`config.mk`:
```
export PLATFORM = sky130hd
export DESIGN_NAME = seq_multiplier
export DESIGN_NICKNAME = d
export VERILOG_FILES = /design/src/rtl/seq_multiplier.sv
export SDC_FILE = /design/constraint.sdc
export NUM_CORES = 1
export LEC_CHECK = 0
export CAP_MARGIN = 5
export CORE_MARGIN = 1.5
export CORE_UTILIZATION = 55
export DETAILED_ROUTE_END_ITERATION = 7
export GPL_TIMING_DRIVEN = 0
export PLACE_DENSITY = 0.87
export SLEW_MARGIN = 20
export SYNTH_ARGS = -nofsm -noshare
export SYNTH_HDL_FRONTEND = slang
export SYNTH_SLANG_ARGS = --single-unit
```
`constraint.sdc`:
```
create_clock -name clk -period 4.2 [get_ports clk]
set_input_delay 0.84 -clock clk [delete_from_list [all_inputs] [get_ports clk]]
set_output_delay 0.84 -clock clk [all_outputs]
set_load 0.01 [all_outputs]
```
`src/rtl/seq_multiplier.sv`:
```
// seq_multiplier: iterative shift-add multiplier with a start/done handshake.
// Each accepted operation takes WIDTH iterations, one per clock. The product
// is registered and only changes when an operation completes or on reset.
// Signed mode multiplies operand magnitudes and negates the result if needed.
//
// Ports:
//   clk          rising-edge clock
//   rst_n        asynchronous active-low reset
//   start        request; accepted in IDLE or DONE
//   signed_mode  1 = two's-complement operands/product; sampled with start
//   a, b         WIDTH-bit multiplicand / multiplier; sampled with start
//   busy         high while an operation is iterating
//   done         one-cycle pulse when product is updated
//   product      2*WIDTH-bit result, held between completions
module seq_multiplier #(
    parameter int unsigned WIDTH = 4
) (
    input  logic                 clk,
    input  logic                 rst_n,
    input  logic                 start,
    input  logic                 signed_mode,
    input  logic [WIDTH-1:0]     a,
    input  logic [WIDTH-1:0]     b,
    output logic                 busy,
    output logic                 done,
    output logic [2*WIDTH-1:0]   product
);

    localparam int unsigned PW = 2 * WIDTH;
    localparam int unsigned CW = (WIDTH > 2) ? $clog2(WIDTH) : 1;

    typedef enum logic [1:0] {
        S_IDLE = 2'd0,
        S_RUN  = 2'd1,
        S_DONE = 2'd2
    } state_t;

    state_t          state_q, state_d;
    logic [WIDTH-1:0] mcand_q, mcand_d;
    logic [WIDTH-1:0] mplier_q, mplier_d;
    logic [PW-1:0]    acc_q, acc_d;
    logic [CW-1:0]    count_q, count_d;
    logic             neg_q, neg_d;
    logic             busy_q, busy_d;
    logic             done_q, done_d;
    logic [PW-1:0]    product_q, product_d;

    logic [PW-1:0]    add_term;
    logic [PW-1:0]    acc_sum;

    // Magnitude of a two's-complement value; the most negative value maps to
    // 2^(WIDTH-1), which still fits as an unsigned WIDTH-bit number.
    function automatic logic [WIDTH-1:0] magnitude(input logic [WIDTH-1:0] v);
        return v[WIDTH-1] ? (~v + WIDTH'(1)) : v;
    endfunction

    // Partial product for the current iteration and the resulting accumulator.
    always_comb begin
        add_term = mplier_q[0] ? (PW'(mcand_q) << count_q) : '0;
        acc_sum  = acc_q + add_term;
    end

    // Next-state and output logic.
    always_comb begin
        state_d   = state_q;
        mcand_d   = mcand_q;
        mplier_d  = mplier_q;
        acc_d     = acc_q;
        count_d   = count_q;
        neg_d     = neg_q;
        busy_d    = busy_q;
        done_d    = 1'b0;
        product_d = product_q;

        case (state_q)
            S_IDLE, S_DONE: begin
                if (start) begin
                    state_d  = S_RUN;
                    busy_d   = 1'b1;
                    acc_d    = '0;
                    count_d  = '0;
                    if (signed_mode) begin
                        mcand_d  = magnitude(a);
                        mplier_d = magnitude(b);
                        neg_d    = a[WIDTH-1] ^ b[WIDTH-1];
                    end else begin
                        mcand_d  = a;
                        mplier_d = b;
                        neg_d    = 1'b0;
                    end
                end else begin
                    state_d = S_IDLE;
                    busy_d  = 1'b0;
                end
            end

            S_RUN: begin
                acc_d    = acc_sum;
                mplier_d = mplier_q >> 1;
                count_d  = count_q + CW'(1);
                // Last iteration: publish the (possibly negated) sum directly.
                if (count_q == CW'(WIDTH - 1)) begin
                    state_d   = S_DONE;
                    busy_d    = 1'b0;
                    done_d    = 1'b1;
                    product_d = neg_q ? (~acc_sum + PW'(1)) : acc_sum;
                end
            end

            default: begin
                state_d = S_IDLE;
                busy_d  = 1'b0;
            end
        endcase
    end

    // All state, including the registered outputs.
    always_ff @(posedge clk or negedge rst_n) begin
        if (!rst_n) begin
            state_q   <= S_IDLE;
            mcand_q   <= '0;
            mplier_q  <= '0;
            acc_q     <= '0;
            count_q   <= '0;
            neg_q     <= 1'b0;
            busy_q    <= 1'b0;
            done_q    <= 1'b0;
            product_q <= '0;
        end else begin
            state_q   <= state_d;
            mcand_q   <= mcand_d;
            mplier_q  <= mplier_d;
            acc_q     <= acc_d;
            count_q   <= count_d;
            neg_q     <= neg_d;
            busy_q    <= busy_d;
            done_q    <= done_d;
            product_q <= product_d;
        end
    end

    assign busy    = busy_q;
    assign done    = done_q;
    assign product = product_q;

endmodule

```
* After elaboration in Yosys (flattened, before gate mapping)
Cells that the tools add are included.
Operators by class: reduce and logical (&&, ||, !) cells 6, bitwise logic cells 4, multiplexer cells 21, $add $sub $neg 5, shift operators 1, equal/unequal tests 5
Operator list (count):
- 8-bit 2-to-1 mux | 3
- 4-bit 2-to-1 mux | 5
- 8-bit case mux with 2 select lines | 1
- 4-bit by 1-bit adder with 4-bit output (second input constant) | 2
- 8-bit by 1-bit adder with 8-bit output (second input constant) | 1
- 8-bit adder | 1
- 4-bit inverter | 2
- 8-bit inverter | 1
- 2-bit case mux with 2 select lines | 2
- 4-bit case mux with 2 select lines | 1
- 4-bit by 2-bit << shifter with 8-bit output | 1
- 1-bit 2-to-1 mux | 6
- 2-bit AND reduction | 3
- 2-bit equality test (second input constant) | 2
- 2-bit 2-to-1 mux | 2
- 2-bit inequality test (second input constant) | 2
- 2-bit by 1-bit adder with 2-bit output (second input constant) | 1
- 2-bit by 1-bit equality test with 1-bit output (second input constant) | 1
- 2-bit zero test | 1
- 1-bit case mux with 2 select lines | 1
- 2-bit nonzero test | 1
- 2-bit OR reduction | 1
- 1-bit XOR | 1
Storage, ports and cells: register bits after elaboration 31

* Longest topological paths before layout
Gate-level depths: netlist (run 1).
word-level depth 6, gate-level depth with buffers 12, depth with buffers taken out 11

* Worst setup path before layout (run 1)
OpenSTA, ideal clock, no wires.
path kind register to register, start point register count_q[1], end point register product_q[7], in the netlist product[7], required time 4079 ps, setup slack 1211 ps, buffers on the path 1, arrival 2868 ps, cell stages (with the launch flop) 13, path through dfrtp_1 clkbuf_1 mux2_2 nand2_1 o21ai_0 and2_1 ha_1 o21ai_0 o211a_1 or4_4 o31ai_2 xnor2_1 o21ai_1
On the way: longest elaborated chain between the ends 6, elaborated cells on any way between the ends 8, classes of those cells add/sub: 2; eq/ne: 1; shift: 1; mux: 2; bitwise: 1; reduce/logical: 1
Ends and longest elaborated chain:
- start: declaration | RTL line 42 | logic [CW-1:0] count_q, count_d;
- start signal: assignment | RTL line 134 | count_q <= count_d;
- 4-bit by 2-bit << shifter with 8-bit output | RTL line 59 | add_term = mplier_q[0] ? (PW'(mcand_q) << count_q) : '0;
- 8-bit 2-to-1 mux | RTL line 59
- 8-bit adder | RTL line 60 | acc_sum = acc_q + add_term;
- 8-bit inverter | RTL line 106 | product_d = neg_q ? (~acc_sum + PW'(1)) : acc_sum;
- 8-bit by 1-bit adder with 8-bit output | RTL line 106
- 8-bit 2-to-1 mux | RTL line 106
- end signal: assignment | RTL line 138 | product_q <= product_d;
- end: declaration | RTL line 46 | logic [PW-1:0] product_q, product_d;
Parallel ways exist; a longest one is shown, timed or not. A chain may end at the register's enable or synchronous reset.

* Worst setup path in the final report (run 1)
start point register count_q[0], end point register product_q[7], in the netlist product[7]
Same word-level chain as after synthesis.

==> impl_metrics.env, run 1 <==
export IMPL_outcome="completed"
export IMPL_portBuffers=21
export IMPL_min_period_over_period=0.781
export IMPL_finalWirelength_mm=3.55
export IMPL_ant_nets=0
export IMPL_coreArea_um2=3130
export IMPL_first_pass_iters=4
export IMPL_drive_gt1_frac=0.0978
export IMPL_grt_max_degree=32
export IMPL_hold_buffers=0
export IMPL_slew_violations=0
export IMPL_critPathLaunchType="flip-flop"
export IMPL_dieHeight_um=61.2
export IMPL_numClockSinks=31
export IMPL_hold_depth=2
export IMPL_relSlewSlack=0.556
export IMPL_synth_area_top_cells="dfrtp_1 (42%), ha_1 (7.4%), nand2_1 (6.5%)"
export IMPL_tightest_slew_ns=0.666
export IMPL_start_util=0.595
export IMPL_avgSynthCellArea_um2=9.49
export IMPL_ir_drop_v=0.000435
export IMPL_ys_seq_area_frac=0.417
export IMPL_critPathArrivalTime_ns=3.52
export IMPL_rrSetupSlack_ns=0.92
export IMPL_min_from="product[6]"
export IMPL_dp_hpwl_mm=2.72
export IMPL_cap_viol_max_count=0
export IMPL_area_growth_synth_to_final_pct=18.4
export IMPL_cts_tree="done"
export IMPL_wire_per_inst_um=13.2
export IMPL_hold_viol_final=0
export IMPL_nNetsFinal=248
export IMPL_io_pins=22
export IMPL_cts_made_buffers=5
export IMPL_dp_slack_ns=0.948
export IMPL_htreeDepth=2
export IMPL_std_cell_rows=20
export IMPL_synth_ff_type="dfrtp_1"
export IMPL_cts_resized=0
export IMPL_n_antenna_cell=0
export IMPL_yosysUniqueCellTypes=42
export IMPL_synth_top_area_frac=0.417
export IMPL_path_clk_slew_ns=0.11
export IMPL_cts_setup_buffers=0
export IMPL_finClkSkew_ns=0.00833
export IMPL_crit_type="flip-flop to flip-flop"
export IMPL_cp_required_ns=4.44
export IMPL_p_leak_nw=1.05
export IMPL_yosysWarnings=0
export IMPL_num_vias=1503
export IMPL_ys_ff_latch=31
export IMPL_crit_fanout=10
export IMPL_synth_edf_count=0
export IMPL_netlist_instances=196
export IMPL_hold_end="product[6]"
export IMPL_grt_pass1_vias=1463
export IMPL_clock_latency_ns=0.34
export IMPL_fin_ws_ns=0.919
export IMPL_mostFrequentLayoutCells="nand2_1 (32), dfrtp_1 (31), o21ai_0 (21)"
export IMPL_via_per_inst=5.59
export IMPL_die_area_um2=3740
export IMPL_place_gp_congestion=0.903
export IMPL_fin_setup_tns_ns=0
export IMPL_max_freq_mhz=305
export IMPL_r2r_cells=10
export IMPL_antenna_found_initial=0
export IMPL_finalSetupViolCount=0
export IMPL_drc=0
export IMPL_cp_end_kind="flip-flop"
export IMPL_netlist_area_um2=1860
export IMPL_fin_crit_ns=3.28
export IMPL_grt_pass1_wl_mm=6.20
export IMPL_grtUsageTotal=0.231
export IMPL_clockRootBuffer="clkbuf_4"
export IMPL_min_path_type="flip-flop to flip-flop"
export IMPL_r2r_start="count_q[0]"
export IMPL_synth_nets=220
export IMPL_p_total_mw=1.62
export IMPL_layout_commonest_cell="nand2_1"
export IMPL_grt_setup_unrepaired="no"
export IMPL_die_width_um=61.2
export IMPL_async_flop_share=1.00
export IMPL_overflow=0
export IMPL_clk_path_buf_depth=2
export IMPL_synth_top_area_cell="dfrtp_1"
export IMPL_drtIter0Drc=37
export IMPL_r2r_end="product[7]"
export IMPL_power_density_nw_per_um2=736
[power breakdown]
group / internal [mW] / leakage, nW / switching, mW / total [mW]
Clock: 0.125 / 0.0452 / 0.113 / 0.238
Sequential: 0.422 / 0.399 / 0.0838 / 0.506
Combinational: 0.404 / 0.601 / 0.473 / 0.877
[registers in the layout, indices dropped and copies added (netlist names)]
signal / flops
neg_q: 1
acc_q: 8
mcand_q: 4
state_q: 2
count_q: 2
done: 1
busy: 1
product: 8
mplier_q: 4
[Yosys cell counts (2+ instances only)]
cell	n
a21o_1	2
a21oi_1	4
a22o_1	4
a22oi_1	4
and2_1	2
and3_2	2
buf_6	2
clkbuf_1	5
dfrtp_1	31
ha_1	11
inv_1	10
mux2_2	2
mux2i_1	7
nand2_1	32
nand2b_1	3
nand3_1	3
nor2_1	11
nor2b_1	3
nor3_1	2
o211a_1	2
o21ai_0	21
o21ai_1	2
o31ai_1	2
xnor2_1	7
xor2_1	5
[through the flow]
step / instances / util / hold WS [ns] / area (µm²)
2_1_floorplan: 196 / - / 0.456 / 1860
3_3_place_gp: 261 / 0.680 / 0.464 / 2130
3_5_place_dp: 261 / 0.678 / 0.475 / 2120
4_1_cts: 269 / 0.704 / 0.500 / 2200
5_1_grt: 269 / 0.704 / 0.523 / 2200
6_report: 269 / 0.704 / 0.492 / 2200
[critical path, cell delays in order (launching register included)]
cell and delay (ns):
dfrtp_1 0.43, clkbuf_1 0.23, nor4bb_1 0.55, ha_1 0.31, fa_1 0.25, a211oi_2 0.12, o211a_1 0.23, or4_4 0.56
o31ai_2 0.28, xnor2_1 0.15, o21ai_1 0.07
[cell families after synthesis]
group / after synthesis / share of synthesized area
and+or+nand+nor: 65 / 0.167
AOI/OAI and AO/OA: 50 / 0.182
DFF: 31 / 0.417
buffers and inverters: 17 / 0.0424
xor gates and xnor gates: 12 / 0.0565
adders and majority gates: 12 / 0.0847
muxes: 9 / 0.0498
[how the worst max path moves through the flow]
stage / slack (ns) / startpoint / to
after floorplan: 1.21 / count_q[1] / product[7]
after global placement: 1.00 / count_q[1] / product[7]
after detailed placement: 0.95 / count_q[1] / product[7]
after CTS: 0.94 / count_q[1] / product[7]
after global routing: 0.76 / count_q[1] / product[7]
final: 0.92 / count_q[0] / product[7]
[cell type report]
cell class              count  area [µm²]
repair buffers             21         205
clock inverters             3        43.8
inverters                  10        37.5
multi-input cells         148        1010
clock buffers               5        37.5
flip-flops and latches     31         776
plain buffers               7        41.3
fillers                   252         926
well taps                  44        55.1
[metal layers]
| metal | share of wire | track usage |
|---|---|---|
| met5 | 0 | 0 |
| met4 | 0.025 | 0.149 |
| met3 | 0.040 | 0.0462 |
| met2 | 0.47 | 0.366 |
| met1 | 0.47 | 0.289 |
Note: power is estimated with default switching activity, not from simulation.
==> run 2: changes to the inputs <==
Settings changed: CORE_UTILIZATION 55 to 50, PLACE_DENSITY 0.87 to 0.83.
Clock period 4.2 ns to 2.8 ns, I/O delays scaled along.
==> impl_metrics.env, run 2 (synthesis results as in run 1) <==
export IMPL_fin_ws_ns=-0.0213
export IMPL_dpl_cell_area_um2=2160
export IMPL_n_antenna_cell=0
export IMPL_grt_pass1_vias=1574
export IMPL_grt_pass1_wl_mm=7.27
export IMPL_portBuffers=21
export IMPL_grt_setup_unrepaired="yes"
export IMPL_dieHeight_um=64
export IMPL_crit_buf_inv=1
export IMPL_place_gp_congestion=0.852
export IMPL_max_freq_mhz=354
export IMPL_numClockSinks=31
export IMPL_cp_end_kind="flip-flop"
export IMPL_r2r_cells=10
export IMPL_cap_viol_max_count=0
export IMPL_hold_viol_final=0
export IMPL_nNetsFinal=261
export IMPL_first_pass_iters=4
export IMPL_power_switching_mw=1.22
export IMPL_min_path_type="input port to async pin"
export IMPL_slew_violations=0
export IMPL_finalSetupViolCount=1
export IMPL_coreArea_um2=3440
export IMPL_crit_fanout=8
export IMPL_combPwrFrac=0.603
export IMPL_cts_made_buffers=5
export IMPL_critPathLaunchType="flip-flop"
export IMPL_grtUsageTotal=0.234
export IMPL_p_total_mw=2.89
export IMPL_crit_type="flip-flop to flip-flop"
export IMPL_die_area_um2=4100
export IMPL_fin_setup_tns_ns=-0.0213
export IMPL_antenna_found_initial=0
export IMPL_p_int_mw=1.67
export IMPL_fillers=262
export IMPL_clock_latency_ns=0.30
export IMPL_cp_required_ns=2.99
export IMPL_path_clk_slew_ns=0.07
export IMPL_ant_nets=0
export IMPL_mostFrequentLayoutCells="nand2_1 (31), dfrtp_1 (31), clkdlybuf4s50_1 (20)"
export IMPL_cts_tree="done"
export IMPL_finClkSkew_ns=0.00662
export IMPL_ir_drop_v=0.000668
export IMPL_final_cell_area_um2=2480
export IMPL_via_per_inst=5.69
export IMPL_num_vias=1615
export IMPL_cp_cell_sequence="buf_8 -> nor4bb_4 -> ha_2 -> fa_2 -> a211oi_4 -> o211a_1 -> or4_4 -> o31ai_4 -> xnor2_1 -> o21ai_1"
export IMPL_grt_max_degree=32
export IMPL_wire_per_inst_um=15.4
export IMPL_start_util=0.541
export IMPL_power_density_nw_per_um2=1160
export IMPL_overflow=0
export IMPL_clockRootBuffer="clkbuf_8"
export IMPL_min_period_over_period=1.01
export IMPL_relSlewSlack=0.555
export IMPL_finalWirelength_mm=4.37
export IMPL_p_sw_frac=0.422
export IMPL_drive_gt1_frac=0.218
export IMPL_sequentialPowerShare=0.271
export IMPL_fin_crit_ns=2.82
export IMPL_violations="negative setup slack"
export IMPL_outcome="finished, violations left"
export IMPL_cp_slowest_cell="or4_4"
export IMPL_finalHoldWorstSlack_ns=0.285
export IMPL_dp_hpwl_mm=2.84
export IMPL_clock_power_share=0.126
export IMPL_drc=0
export IMPL_cp_top_family="simple AND/OR/NAND/NOR gates"
export IMPL_die_width_um=64
export IMPL_area_growth_synth_to_final_pct=33.2
export IMPL_htreeDepth=2
export IMPL_cpPeakStageDelay_ns=0.52
export IMPL_std_cell_rows=21
export IMPL_crit_cells=10
export IMPL_p_leak_nw=1.14
export IMPL_tightest_slew_ns=0.668
export IMPL_hold_buffers=0
export IMPL_clk_path_buf_depth=2
export IMPL_drtIter0Drc=99
export IMPL_critPathArrivalTime_ns=3.01
export IMPL_io_pins=22
## run 2: cell types whose count changed in the layout (fill, tap and decap cells not counted), moves of 2 or more
cell        change
buf_4          +12
buf_8           +2
clkbuf_1        -2
clkbuf_4        -5
clkbuf_8        +5
clkinvlp_4      +2
ha_1            -4
ha_4            +3
o21ai_0         -2
## run 2: metrics by stage
step	utilization	cells	setup WS, ns
CTS	0.693	279	0.00407
floorplan	-	196	0.0113
finish	0.720	284	-0.0213
detailed placement	0.626	263	-0.318
global route	0.720	284	-0.139
global placement	0.628	263	-0.280
## run 2: worst register-to-register path: cells and delay by family (launching register included)
kind                       cells  cell delay (ns)
and+or+nand+nor                2             0.86
adders and majority gates      2             0.51
xor gates and xnor gates       1             0.14
DFF                            1             0.43
buffers and inverters          1             0.16
AOI/OAI and AO/OA              4             0.60
## run 2: area by class of cell
cell class / instances / area, µm² / share of cell area
Multi-Input combinational cell: 148 / 1150 / 0.463
Sequential cell: 31 / 776 / 0.313
Timing Repair Buffer: 34 / 307 / 0.124
Clock buffer: 5 / 68.8 / 0.0278
Buffer: 7 / 63.8 / 0.0258
Tap cell: 46 / 57.6 / 0.0232
Inverter: 10 / 37.5 / 0.0152
Clock inverter: 3 / 20.0 / 0.00808
## run 2: metal layers
layer / up-vias / share of wire / track usage / routed length [µm]
met5: - / 0 / 0 / 0
met3: 11 / 0.043 / 0.0493 / 186
met1: 786 / 0.42 / 0.274 / 1820
met2: 47 / 0.51 / 0.397 / 2240
met4: 0 / 0.029 / 0.130 / 127
li1: 771 / - / - / -
## run 2: path summary, 6_finish.rpt
check / from / endpoint / slack (ns)
setup / recovery: count_q[0] / product[7] / -0.02
hold / removal: rst_n / product[4] / 0.29
setup reg to reg: count_q[0] / product[7] / -0.02
hold reg to reg: product[4] / product[4] / 0.48
max in group asynchronous: rst_n / count_q[0] / 2.08
min in group clk: product[4] / product[4] / 0.48
## run 2: power by group through the flow
| stage | logic (mW) | clock network (mW) | registers (mW) |
|---|---|---|---|
| 2_1_floorplan | 0.979 | 0 | 0.771 |
| 3_3_place_gp | 1.32 | 0 | 0.765 |
| 3_5_place_dp | 1.36 | 0 | 0.773 |
| 4_1_cts | 1.56 | 0.365 | 0.765 |
| 5_1_grt | 1.90 | 0.381 | 0.804 |
| 6_report | 1.74 | 0.364 | 0.782 |
## run 2: repair_timing
action | 4_1_cts | 5_1_grt
resized for setup | 14 | 13
pin swaps | 9 | 2
endpoints found under the setup margin | 4 | 5
setup buffers | 8 | 5
